## src/rtl/sale_terminal_pkg.sv

```systemverilog
// -----------------------------------------------------------------------------
// sale_terminal_pkg
// Shared definitions for the sale-terminal front-panel logic:
//   - hold_state_e     : per-button hold FSM states (idle / held / auto-repeat)
//   - hold_cnt_width() : width of the hold counter, wide enough for the larger
//                        of the long-press and repeat periods
//   - DEFAULT_*        : timing defaults for a 50 MHz system clock
// No ports (package).
// -----------------------------------------------------------------------------
package sale_terminal_pkg;

  typedef enum logic [1:0] {
    HOLD_IDLE   = 2'd0,
    HOLD_HOLD   = 2'd1,
    HOLD_REPEAT = 2'd2
  } hold_state_e;

  // Defaults for a 50 MHz clock: ~1.3 ms debounce window, 0.5 s long press,
  // 100 ms auto-repeat period.
  localparam int DEFAULT_NUM_BUTTONS       = 4;
  localparam int DEFAULT_COUNTER_REG_SIZE  = 16;
  localparam int DEFAULT_LONG_PRESS_CYCLES = 25_000_000;
  localparam int DEFAULT_REPEAT_CYCLES     = 5_000_000;

  // One spare bit above the larger period so the counter can hold the
  // saturated long-press value without wrapping.
  function automatic int hold_cnt_width(input int long_cycles, input int repeat_cycles);
    return $clog2((long_cycles > repeat_cycles) ? long_cycles : repeat_cycles) + 1;
  endfunction

endpackage

```

## src/rtl/button_debounce_channel.sv

```systemverilog
// -----------------------------------------------------------------------------
// button_debounce_channel
// One button: two-flop synchroniser, debounce counter, press/release pulse
// generation and the hold FSM producing long-press and auto-repeat pulses.
// Ports:
//   CLK              in   system clock
//   RST              in   synchronous, active-high reset
//   noisy_in         in   raw asynchronous button input
//   clean            out  debounced level, 1 = pressed
//   press_pulse      out  1-cycle pulse, first cycle clean is 1
//   release_pulse    out  1-cycle pulse, first cycle clean is 0
//   long_press_pulse out  1-cycle pulse LONG_PRESS_CYCLES after clean rose
//   repeat_pulse     out  1-cycle pulse every REPEAT_CYCLES after long press
// -----------------------------------------------------------------------------
module button_debounce_channel
  import sale_terminal_pkg::*;
#(
  parameter int COUNTER_REG_SIZE  = DEFAULT_COUNTER_REG_SIZE,
  parameter int INPUT_ACTIVE_LOW  = 1,
  parameter int LONG_PRESS_CYCLES = DEFAULT_LONG_PRESS_CYCLES,
  parameter int REPEAT_CYCLES     = DEFAULT_REPEAT_CYCLES,
  parameter int REPEAT_EN         = 1
) (
  input  logic CLK,
  input  logic RST,
  input  logic noisy_in,
  output logic clean,
  output logic press_pulse,
  output logic release_pulse,
  output logic long_press_pulse,
  output logic repeat_pulse
);

  localparam int HOLD_W = hold_cnt_width(LONG_PRESS_CYCLES, REPEAT_CYCLES);
  localparam logic [HOLD_W-1:0] LONG_LIM   = HOLD_W'(LONG_PRESS_CYCLES);
  localparam logic [HOLD_W-1:0] REPEAT_LIM = HOLD_W'(REPEAT_CYCLES);

  // State register kept as a plain vector for compatibility with existing
  // netlists; the encodings come from the shared enum.
  localparam logic [1:0] ST_IDLE   = HOLD_IDLE;
  localparam logic [1:0] ST_HOLD   = HOLD_HOLD;
  localparam logic [1:0] ST_REPEAT = HOLD_REPEAT;

  logic                        sync0;
  logic                        sync1;
  logic [COUNTER_REG_SIZE-1:0] db_cnt;
  logic                        toggle;
  logic                        rise;
  logic                        fall;
  logic [1:0]                  state;
  logic [HOLD_W-1:0]           hold_cnt;
  logic [HOLD_W-1:0]           hold_inc;

  // The clean level flips on the edge where a full window of mismatches
  // completes.
  assign toggle   = (sync1 != clean) && (db_cnt == '1);
  assign rise     = toggle && !clean;
  assign fall     = toggle && clean;
  assign hold_inc = hold_cnt + HOLD_W'(1);

  // NOTE: every clocked assignment uses <= so all flops sample the values from
  // before the edge; a blocking = here would collapse the synchroniser chain.
  always_ff @(posedge CLK) begin
    if (RST) begin
      sync0 <= 1'b0;
      sync1 <= 1'b0;
    end else begin
      sync0 <= (INPUT_ACTIVE_LOW != 0) ? ~noisy_in : noisy_in;
      sync1 <= sync0;
    end
  end

  always_ff @(posedge CLK) begin
    if (RST) begin
      db_cnt        <= '0;
      clean         <= 1'b0;
      press_pulse   <= 1'b0;
      release_pulse <= 1'b0;
    end else begin
      press_pulse   <= rise;
      release_pulse <= fall;
      if (sync1 == clean) begin
        db_cnt <= '0;
      end else if (db_cnt == '1) begin
        db_cnt <= '0;
        clean  <= ~clean;
      end else begin
        db_cnt <= db_cnt + COUNTER_REG_SIZE'(1);
      end
    end
  end

  // Hold FSM. It sees the registered clean level, so it leaves IDLE one edge
  // after the rise; the count then equals the number of cycles clean has been
  // high, which places the long-press pulse exactly LONG_PRESS_CYCLES after
  // the press pulse. The fall edge is caught from the debouncer directly so
  // no long/repeat pulse can land in the release cycle.
  always_ff @(posedge CLK) begin
    if (RST) begin
      state            <= ST_IDLE;
      hold_cnt         <= '0;
      long_press_pulse <= 1'b0;
      repeat_pulse     <= 1'b0;
    end else begin
      long_press_pulse <= 1'b0;
      repeat_pulse     <= 1'b0;
      if (!clean || fall) begin
        state    <= ST_IDLE;
        hold_cnt <= '0;
      end else begin
        case (state)
          ST_IDLE, ST_HOLD: begin
            // hold_cnt == LONG_LIM only when saturated after a long press
            // with auto-repeat disabled.
            if (hold_cnt != LONG_LIM) begin
              state    <= ST_HOLD;
              hold_cnt <= hold_inc;
              if (hold_inc == LONG_LIM) begin
                long_press_pulse <= 1'b1;
                if (REPEAT_EN != 0) begin
                  state    <= ST_REPEAT;
                  hold_cnt <= '0;
                end
              end
            end
          end
          ST_REPEAT: begin
            if (hold_inc == REPEAT_LIM) begin
              repeat_pulse <= 1'b1;
              hold_cnt     <= '0;
            end else begin
              hold_cnt <= hold_inc;
            end
          end
          default: begin
            state    <= ST_IDLE;
            hold_cnt <= '0;
          end
        endcase
      end
    end
  end

endmodule

```

## src/rtl/button_debouncer_array.sv

```systemverilog
// -----------------------------------------------------------------------------
// button_debouncer_array
// NUM_BUTTONS independent debounce channels feeding the menu/entry controller
// with clean levels and single-cycle button events.
// Ports:
//   CLK             in   system clock
//   RST             in   synchronous, active-high reset
//   NoisyButtonIn   in   raw button inputs (polarity per INPUT_ACTIVE_LOW)
//   CleanButtonOut  out  debounced levels, 1 = pressed
//   PressPulse      out  per-channel press events
//   ReleasePulse    out  per-channel release events
//   LongPressPulse  out  per-channel long-press events
//   RepeatPulse     out  per-channel auto-repeat events
//   AnyPressed      out  OR of CleanButtonOut
// -----------------------------------------------------------------------------
module button_debouncer_array
  import sale_terminal_pkg::*;
#(
  parameter int NUM_BUTTONS       = DEFAULT_NUM_BUTTONS,
  parameter int COUNTER_REG_SIZE  = DEFAULT_COUNTER_REG_SIZE,
  parameter int INPUT_ACTIVE_LOW  = 1,
  parameter int LONG_PRESS_CYCLES = DEFAULT_LONG_PRESS_CYCLES,
  parameter int REPEAT_CYCLES     = DEFAULT_REPEAT_CYCLES,
  parameter int REPEAT_EN         = 1
) (
  input  logic                   CLK,
  input  logic                   RST,
  input  logic [NUM_BUTTONS-1:0] NoisyButtonIn,
  output logic [NUM_BUTTONS-1:0] CleanButtonOut,
  output logic [NUM_BUTTONS-1:0] PressPulse,
  output logic [NUM_BUTTONS-1:0] ReleasePulse,
  output logic [NUM_BUTTONS-1:0] LongPressPulse,
  output logic [NUM_BUTTONS-1:0] RepeatPulse,
  output logic                   AnyPressed
);

  for (genvar i = 0; i < NUM_BUTTONS; i++) begin : g_ch
    button_debounce_channel #(
      .COUNTER_REG_SIZE (COUNTER_REG_SIZE),
      .INPUT_ACTIVE_LOW (INPUT_ACTIVE_LOW),
      .LONG_PRESS_CYCLES(LONG_PRESS_CYCLES),
      .REPEAT_CYCLES    (REPEAT_CYCLES),
      .REPEAT_EN        (REPEAT_EN)
    ) u_ch (
      .CLK             (CLK),
      .RST             (RST),
      .noisy_in        (NoisyButtonIn[i]),
      .clean           (CleanButtonOut[i]),
      .press_pulse     (PressPulse[i]),
      .release_pulse   (ReleasePulse[i]),
      .long_press_pulse(LongPressPulse[i]),
      .repeat_pulse    (RepeatPulse[i])
    );
  end

  // Clean levels are already registered, so the OR adds no cycle of delay.
  assign AnyPressed = |CleanButtonOut;

endmodule

```

## config.mk

```make
export PLATFORM = sky130hd
export DESIGN_NAME = button_debouncer_array
export DESIGN_NICKNAME = d
export VERILOG_FILES = /design/src/rtl/sale_terminal_pkg.sv /design/src/rtl/button_debounce_channel.sv /design/src/rtl/button_debouncer_array.sv
export SDC_FILE = /design/constraint.sdc
export NUM_CORES = 1
export LEC_CHECK = 0
export CAP_MARGIN = 40
export CORE_MARGIN = 2
export CORE_UTILIZATION = 47
export CTS_BUF_LIST = sky130_fd_sc_hd__clkbuf_2 sky130_fd_sc_hd__clkbuf_4 sky130_fd_sc_hd__clkbuf_8
export CTS_CLUSTER_SIZE = 16
export DETAILED_ROUTE_END_ITERATION = 16
export SLEW_MARGIN = 20
export SYNTH_ARGS = -nofsm -noshare
export SYNTH_HDL_FRONTEND = slang
export SYNTH_HIERARCHICAL = 1
export SYNTH_SLANG_ARGS = --single-unit
```

## constraint.sdc

```tcl
create_clock -name CLK -period 7.1 [get_ports CLK]
set_input_delay 1.42 -clock CLK [delete_from_list [all_inputs] [get_ports CLK]]
set_output_delay 1.42 -clock CLK [all_outputs]
set_load 0.02 [all_outputs]
```

# Word level (Yosys, flattened, before mapping)
# Cells that the tools add are included.
classes:
  addsub: 8
  eq_ne: 36
  muxes: 36
  bitwise_logic: 24
  n_reduce_logical: 53
op_table:
  columns: ["op", "n"]
  rows:
  - ["$mux W26", 12]
  - ["$pmux W26 S2", 4]
  - ["$add A26 B1 Y26 const B", 4]
  - ["$eq A26 B23 Y1 const B", 4]
  - ["$eq A26 B25 Y1 const B", 4]
  - ["$ne A26 B25 Y1 const B", 4]
  - ["$add A16 B1 Y16 const B", 4]
  - ["$eq A16 B16 Y1 const B", 4]
  - ["$not A1 Y1", 24]
  - ["$reduce_or A3 Y1", 8]
  - ["$reduce_or A4 Y1", 5]
  - ["$mux W2", 8]
  - ["$pmux W2 S2", 4]
  - ["$reduce_and A2 Y1", 8]
  - ["$reduce_or A2 Y1", 8]
  - ["$logic_and A1 B1 Y1", 12]
  - ["$eq A2 B1 Y1 const B", 4]
  - ["$eq A2 B2 Y1 const B", 4]
  - ["$logic_not A2 Y1", 4]
  - ["$mux W1", 8]
  - ["$ne A2 B1 Y1 const B", 4]
  - ["$eq A1 B1 Y1", 4]
  - ["$logic_not A1 Y1", 4]
  - ["$logic_or A1 B1 Y1", 4]
  - ["$ne A1 B1 Y1", 4]
totals:
  reg_bits: 204
  input_bits: 6
  elab_cells: 197

# Longest topological paths before layout
# Gate-level depths: netlist of run 1.
logic_depth:
  ltp_word: 5
  ltp_mapped: 11

# Modules after synthesis
# The synthesis of run 1 kept the hierarchy.
modules_own_cells:
  columns: ["module", "instances", "cells_per_inst", "area_per_inst_um2", "seq_area_each_um2"]
  rows:
  - ["button_debounce_channel at g_ch[0].u_ch ...", 3, 363, 2985.4, 1021.0]
  - ["button_debounce_channel at g_ch[3].u_ch", 1, 322, 2839.0, 1021.0]
  - ["button_debouncer_array", 1, 1, 7.5, 0.0]

# Least setup slack after synthesis of run 1
# Ideal clock, no wire load.
synth_timing:
  path_kind: "register to register"
  startpoint: "register g_ch[0].u_ch.hold_cnt[0]"
  endpoint: "register g_ch[0].u_ch.hold_cnt[0]"
  setup_ps: 117
  arrival_ps: 2840
  t_required_ps: 6983
  path_slack_ps: 4143
  path_stages_with_launch: 12
  period_less_slack_ps: 2957
  path_cell_list: "dfxtp_1 -> ha_1 -> and3_1 -> buf_4 -> nand4_4 -> or3_1 -> a21o_1 -> or4_4 -> buf_6 -> or2_1 -> buf_6 -> a32o_1"
synth_via:
  elab_chain_len: 5
  elab_cells_between_ends: 9
  classes_between: "1 x add/sub; 4 x eq/ne; 4 x mux"
synth_lines:
  columns: ["element", "line", "text"]
  rows:
  - ["start: declaration", "button_debounce_channel.sv:51", "logic [HOLD_W-1:0] hold_cnt;"]
  - ["start signal: assignment", "button_debounce_channel.sv:117", "hold_cnt <= hold_inc;"]
  - ["start signal: assignment", "button_debounce_channel.sv:132", "hold_cnt <= hold_inc;"]
  - ["$add A26 B1 Y26", "button_debounce_channel.sv:59", "assign hold_inc = hold_cnt + HOLD_W'(1);"]
  - ["$eq A26 B25 Y1", "button_debounce_channel.sv:118", "if (hold_inc == LONG_LIM) begin"]
  - ["$mux W26", "button_debounce_channel.sv:118", null]
  - ["$mux W26", "button_debounce_channel.sv:115", "if (hold_cnt != LONG_LIM) begin"]
  - ["$pmux W26 S2", "button_debounce_channel.sv:111", "case (state)"]
# Several ways; a longest one is shown, not always the timed one. The select of a mux whose other input is x is not followed.
# A chain may end at the register's enable or synchronous reset.

# Worst setup path in the final report of run 1
layout_timing:
  startpoint: "register g_ch[3].u_ch.hold_cnt[1]"
  endpoint: "register g_ch[3].u_ch.hold_cnt[11]"
layout_via:
  elab_chain_len: 5
  elab_cells_between_ends: 9
  classes_between: "1 x add/sub; 4 x eq/ne; 4 x mux"
layout_lines:
  columns: ["element", "line"]
  rows:
  - ["start: declaration", "button_debounce_channel.sv:51"]
  - ["start signal: assignment", "button_debounce_channel.sv:117"]
  - ["start signal: assignment", "button_debounce_channel.sv:132"]
  - ["$add A26 B1 Y26", "button_debounce_channel.sv:59"]
  - ["$eq A26 B25 Y1", "button_debounce_channel.sv:118"]
  - ["$mux W26", "button_debounce_channel.sv:118"]
  - ["$mux W26", "button_debounce_channel.sv:115"]
  - ["$pmux W26 S2", "button_debounce_channel.sv:111"]
# Several ways; a longest one is shown, not always the timed one. The select of a mux whose other input is x is not followed.

==> impl_metrics.tcl, run 1 <==
set metrics [dict create \
    area_delta_synth_final_pct 8.59 \
    cts-root-buf "clkbuf_8" \
    die_x_um 162 \
    drive_gt1_share_pct 7.71 \
    wire_per_inst_um 16.2 \
    period_minus_slack_ns 3.55 \
    n_antenna_cell 0 \
    die_area_um2 26400 \
    clockBufferDepth 3 \
    nNetsFinal 1408 \
    p_int_mw 1.86 \
    rsz0062_at_grt "false" \
    syn_avg_cell_area_um2 8.36 \
    tightest_slew_ns 0.807 \
    dpl_cell_area_um2 12000 \
    fin_crit_sh_pct 50.1 \
    max-vdd-ir-drop_v 0.000186 \
    grt_use_met2_pct 31.7 \
    yosysWarnings 6 \
    start_util_pct 48.2 \
    cts_sinks 204 \
    synth_cell_types 69 \
    synth-seq-cells 204 \
    arrival_ns 3.91 \
    report.final.setup_viol 0 \
    post-route-util_pct 52.4 \
    place_congestion 0.875 \
    synth_edf_count 0 \
    p_sw_share_pct 20.7 \
    crit_fanout 10 \
    yosysSeqAreaShare_pct 34.6 \
    status "completed" \
    hpwl_um 19400 \
    vias 10200 \
    power_mw 2.35 \
    syn_area_um2 11800 \
    num_io_pins 27 \
    htree_levels 2 \
    grt_pass1_wl_um 47100 \
    synth_ff_type "dfxtp_1" \
    top_usage_layer "met2" \
    synth_cells 1412 \
    antenna_found_initial 1 \
    fillers 2277 \
    grt_max_degree 44 \
    required_ns 7.45 \
    slew_headroom_pct 46.2 \
    postSynthNetCount 1430 \
    finalSetupTns_ns 0 \
    clock_latency_ns 0.52 \
    cts_tree "built" \
    finalHoldViolCount 0 \
    wl_um 28100 \
    die_y_um 162 \
    finalMaxSlewViolations 0 \
    dp_slack_ns 3.50 \
    start_kind "flop" \
    use_met1_pct 31.1 \
    avgViaCountPerCell 5.88 \
    clkTransAtPathRegs_ns 0.06 \
    p_leak_nw 3.95 \
    powerDensity_nw_per_um2 183 \
    grt_pass1_vias 9357 \
    final_cell_area_um2 12800 \
    hold_buffers 0 \
    ant_nets 0 \
    grtUsageMet3_pct 3.64 \
    post_cts_buffers 0 \
    synthArstFlopShare_pct 0 \
    hold_class "reg -> reg" \
    dr.pass1.iters 5 \
    core_um2 24500 \
    endpoint_kind "flop" \
    p_comb_share_pct 0.5 \
    drt_iter0_markers 640 \
    p_switching_uw 485 \
    pwr-share-seq_pct 49.0 \
    crit_type "reg -> reg" \
    cap_violations 0 \
    most-common-layout-cells "dfxtp_1, nor2_1, nor3_1" \
    drc 0 \
    postLayoutSetupSlackWorst_ns 3.55 \
    grt-ovfl-total 0 \
    fp-row-count 57 \
    cts_resized 0 \
    gr-usage-all-layers_pct 21.3 \
    fmax_ghz 0.281 \
    p_clk_share_pct 50.5 \
    io_buffers 26 \
    final_common_cell "dfxtp_1" \
    clock_skew_ns 0.0126 \
    numCtsBuffers 37 \
]
-- synthesized netlist by cell type (all sizes together), types with 4 or more instances --
master,count,share of area [%]
nor4b,12,1.0
and3,40,2.1
o211ai,10,0.64
or3,12,0.64
nand4,71,4.5
o32ai,8,0.59
nor2b,18,0.95
o22ai,5,0.27
o2bb2ai,4,0.30
nand3b,5,0.32
or4,14,1.0
nand2,76,2.4
a22o,21,1.6
clkbuf,34,1.1
xnor2,67,5.0
o2111ai,6,0.45
o31a,9,0.67
nor3b,15,0.95
nand3,65,2.9
and4,22,1.6
nand2b,31,1.6
xor2,77,5.8
buf,64,3.5
dfxtp,204,35
a21o,14,0.89
a211oi,34,2.2
nor2,147,4.7
o21ai,32,1.4
nor4,42,2.6
mux2i,9,0.76
and2,17,0.90
a31oi,12,0.64
inv,29,0.92
o41ai,6,0.45
or2,10,0.53
ha,12,1.3
a21oi,22,0.93
o31ai,22,1.4
o211a,5,0.42
nor3,83,3.6
-- worst paths after layout --
check	from	endpoint	slack (ns)	depth (start not counted)
worst min register to register	g_ch[1].u_ch/sync0$_SDFF_PP0_	g_ch[1].u_ch/sync1$_SDFF_PP0_	0.44	1
worst min-delay path	g_ch[1].u_ch/sync0$_SDFF_PP0_	g_ch[1].u_ch/sync1$_SDFF_PP0_	0.44	1
worst max-delay path	g_ch[3].u_ch/hold_cnt[1]$_SDFFE_PP0P_	g_ch[3].u_ch/hold_cnt[11]$_SDFFE_PP0P_	3.55	8
worst max register to register	g_ch[3].u_ch/hold_cnt[1]$_SDFFE_PP0P_	g_ch[3].u_ch/hold_cnt[11]$_SDFFE_PP0P_	3.55	8
-- logic make-up after synthesis --
group           Yosys count  share of synthesized area (%)
fa+ha+maj                12                           1.27
flops                   204                           34.6
buf+inv                 127                           5.47
mux                      12                           1.05
simple gates            686                           32.9
xor+xnor                144                           10.7
compound gates          227                           14.0
-- layer usage --
metal  vias up  part of all wire, %
met1      4745                   50
met4         0                  2.7
met2       275                   42
li1       5137                    -
met3        60                  5.4
met5         -                    0
-- power groups by stage --
| stage | Clock [mW] | Sequential [mW] | Combinational, mW |
|---|---|---|---|
| detailed placement | 0 | 1.17 | 0.0124 |
| global placement | 0 | 1.17 | 0.0122 |
| finish | 1.18 | 1.15 | 0.0122 |
| floorplan | 0 | 1.17 | 0.00603 |
| global route | 1.28 | 1.15 | 0.0136 |
| CTS | 1.22 | 1.15 | 0.0125 |
-- through the flow --
stage               std cells  hold WS [ns]
global placement         1672         0.418
floorplan                1412         0.414
finish                   1738         0.437
CTS                      1735         0.442
global route             1738         0.456
detailed placement       1672         0.427
-- registers in the layout (all words and copies together), names as in the netlist --
register / flops
g_ch.u_ch/clean: 4
g_ch.u_ch/db_cnt: 64
g_ch.u_ch/hold_cnt: 104
g_ch.u_ch/long_press_pulse: 4
g_ch.u_ch/press_pulse: 4
g_ch.u_ch/release_pulse: 4
g_ch.u_ch/repeat_pulse: 4
g_ch.u_ch/state: 8
g_ch.u_ch/sync0: 4
g_ch.u_ch/sync1: 4
-- worst max-delay path, cell delays in order, from the launching register on --
cell     delay (ns)
dfxtp_1        0.48
ha_1           0.29
nand3_2        0.23
nor4_2         0.54
nand3_1        0.22
xor2_2         0.20
or4_4          0.53
nor4b_4        0.70
o32ai_1        0.20
-- area by class of cell --
class                           count  area [um2]  area share, %
Inverter                           29         109          0.849
Timing Repair Buffer               37         335           2.62
Multi-Input combinational cell   1081        7080           55.3
Clock buffer                       56         708           5.53
Clock inverter                      7        90.1          0.703
Sequential cell                   204        4080           31.9
Tap cell                          324         405           3.16
Power figures use the tool's default switching activity.
==> run 2: changes to the inputs <==
--- a/config.mk
+++ b/config.mk
@@ -11,6 +11,7 @@
 export CTS_BUF_LIST = sky130_fd_sc_hd__clkbuf_2 sky130_fd_sc_hd__clkbuf_4 sky130_fd_sc_hd__clkbuf_8
 export CTS_CLUSTER_SIZE = 16
 export DETAILED_ROUTE_END_ITERATION = 16
+export PLACE_DENSITY = 0.66
 export SLEW_MARGIN = 20
 export SYNTH_ARGS = -nofsm -noshare
 export SYNTH_HDL_FRONTEND = slang
==> constraint.sdc (replaced) <==
create_clock -name CLK -period 3 [get_ports CLK]
set_input_delay 0.6 -clock CLK [delete_from_list [all_inputs] [get_ports CLK]]
set_output_delay 0.6 -clock CLK [all_outputs]
set_load 0.02 [all_outputs]
==> run 2 against run 1 <==
  * Clock power rose by 130%
  * Die area did not move
  * Final cell count rose by 6.0%
  * Sequential power rose by 140%
  * Register-to-register slack got worse by 3.4 ns
  * Flip-flop and latch count did not move
  * Core utilization rose by 3.6 points
  * Clock skew rose by 0.0012 ns
  * Critical path depth rose by 1
  * Sequential share of layout area fell by 1.9 points
  * Largest cell class unchanged
==> impl_metrics.tcl, run 2 (synthesis gave the netlist of run 1 again) <==
set metrics [dict create \
    status "completed" \
    wire_per_inst_um 16.0 \
    place_congestion 0.933 \
    postLayoutSetupSlackWorst_ns 0.114 \
    htree_levels 2 \
    worstHoldPathCells 1 \
    crit_fanout 8 \
    hpwl_um 21400 \
    largest_reg_flops 104 \
    antenna_found_initial 0 \
    die_x_um 162 \
    hold_class "reg -> reg" \
    fillers 2218 \
    area_delta_synth_final_pct 16.1 \
    numCtsBuffers 38 \
    slew_headroom_pct 42.6 \
    hold_buffers 0 \
    wl_um 29500 \
    final_common_cell "dfxtp_1" \
    vias 10900 \
    period_minus_slack_ns 2.89 \
    most-common-layout-cells "dfxtp_1, nor2_1, buf_4" \
    die_area_um2 26400 \
    avgViaCountPerCell 5.91 \
    fin_worst_hold_slack_ns 0.436 \
    io_buffers 26 \
    endpoint_kind "flop" \
    max-vdd-ir-drop_v 0.000406 \
    tightest_slew_ns 0.854 \
    dp.cells 1773 \
    start_kind "flop" \
    finalHoldViolCount 0 \
    finalMaxSlewViolations 0 \
    power_mw 5.48 \
    ant_nets 0 \
    dpl_cell_area_um2 12800 \
    fmax_ghz 0.347 \
    largestRegisters "g_ch.u_ch/hold_cnt (104), g_ch.u_ch/db_cnt (64), g_ch.u_ch/state (8)" \
    grt_pass1_vias 9998 \
    required_ns 3.39 \
    report.final.setup_viol 0 \
    cts_tree "built" \
    cts_sinks 204 \
    n_antenna_cell 0 \
    final_cell_area_um2 13700 \
    cts-root-buf "clkbuf_8" \
    dr.pass1.iters 5 \
    start_util_pct 48.2 \
    clock_latency_ns 0.53 \
    fin_crit_sh_pct 96.2 \
    dp_slack_ns -0.0107 \
    clockBufferDepth 3 \
    finalSetupTns_ns 0 \
    drc 0 \
    drt_iter0_markers 1110 \
    grt_pass1_wl_um 48600 \
    drive_gt1_share_pct 15.8 \
    gr-usage-all-layers_pct 22.0 \
    p_leak_nw 4.53 \
    rr_worst_depth 9 \
    fp-row-count 57 \
    clkTransAtPathRegs_ns 0.06 \
    grt-ovfl-total 0 \
    nNetsFinal 1510 \
    top_register "g_ch.u_ch/hold_cnt" \
    arrival_ns 3.28 \
    powerDensity_nw_per_um2 400 \
    grt_max_degree 35 \
    die_y_um 162 \
    num_io_pins 27 \
    post-route-util_pct 56.0 \
    final_cells 1843 \
    core_um2 24500 \
    rsz0062_at_grt "false" \
    cap_violations 0 \
    clock_skew_ns 0.0138 \
    crit_type "reg -> reg" \
]
## run 2: cell types whose count changed in the layout (fill, tap and decap cells not counted), moves of 2 or more
cell,previous run,this run
clkinv_2,3,6
bufinv_16,2,0
dfxtp_2,0,13
or2_1,6,0
buf_4,8,110
clkbuf_2,3,0
or2_4,0,6
clkbuf_8,46,48
buf_12,0,2
nor4_1,36,33
nand3_1,62,60
nor4_4,1,3
dfxtp_1,204,191
## run 2: final timing paths
kind | start | end | slack [ns]
worst min register to register | g_ch[0].u_ch/sync0$_SDFF_PP0_ | g_ch[0].u_ch/sync1$_SDFF_PP0_ | 0.44
worst max register to register | g_ch[3].u_ch/hold_cnt[0]$_SDFFE_PP0P_ | g_ch[3].u_ch/hold_cnt[18]$_SDFFE_PP0P_ | 0.11
worst max-delay path | g_ch[3].u_ch/hold_cnt[0]$_SDFFE_PP0P_ | g_ch[3].u_ch/hold_cnt[18]$_SDFFE_PP0P_ | 0.11
worst min-delay path | g_ch[0].u_ch/sync0$_SDFF_PP0_ | g_ch[0].u_ch/sync1$_SDFF_PP0_ | 0.44
## run 2: worst max-delay path, cell delays in order (launching register included)
cell and delay (ns):
dfxtp_1 0.31, ha_1 0.26, and3_1 0.23, mux2i_1 0.12
a2bb2oi_1 0.17, or4_1 0.58, or4_4 0.48, nor4b_4 0.32
buf_4 0.20, o32ai_1 0.08
## run 2: where the power goes
part,leakage [nW],switching (mW),internal [mW]
combinational,2.46,0.0175,0.0144
sequential,1.65,0.00430,2.72
clock,0.419,1.17,1.56
total,4.53,1.19,4.29
## run 2: metal layers
metal	global-route usage (%)	up-vias	share of wire, %
li1	-	5346	-
met2	33.6	390	42
met3	3.92	76	7.2
met5	0	-	0
met4	7.64	0	3.1
met1	31.4	5077	48
## run 2: what timing repair did
| action | in CTS | in global routing |
|---|---|---|
| gates resized for setup | 4 | 26 |
| pin swaps | 1 | 0 |
| buffers inserted | 3 | 0 |
| endpoints found under the setup margin | 16 | 53 |
## run 2: cell type report
cell class                      count  area (um2)  area share, %
Sequential cell                   204        4100           29.9
Timing Repair Buffer              138        1130           8.22
Clock inverter                     10        62.6          0.457
Inverter                           29         109          0.795
Tap cell                          324         405           2.96
Multi-Input combinational cell   1081        7170           52.3
Clock buffer                       57         728           5.32
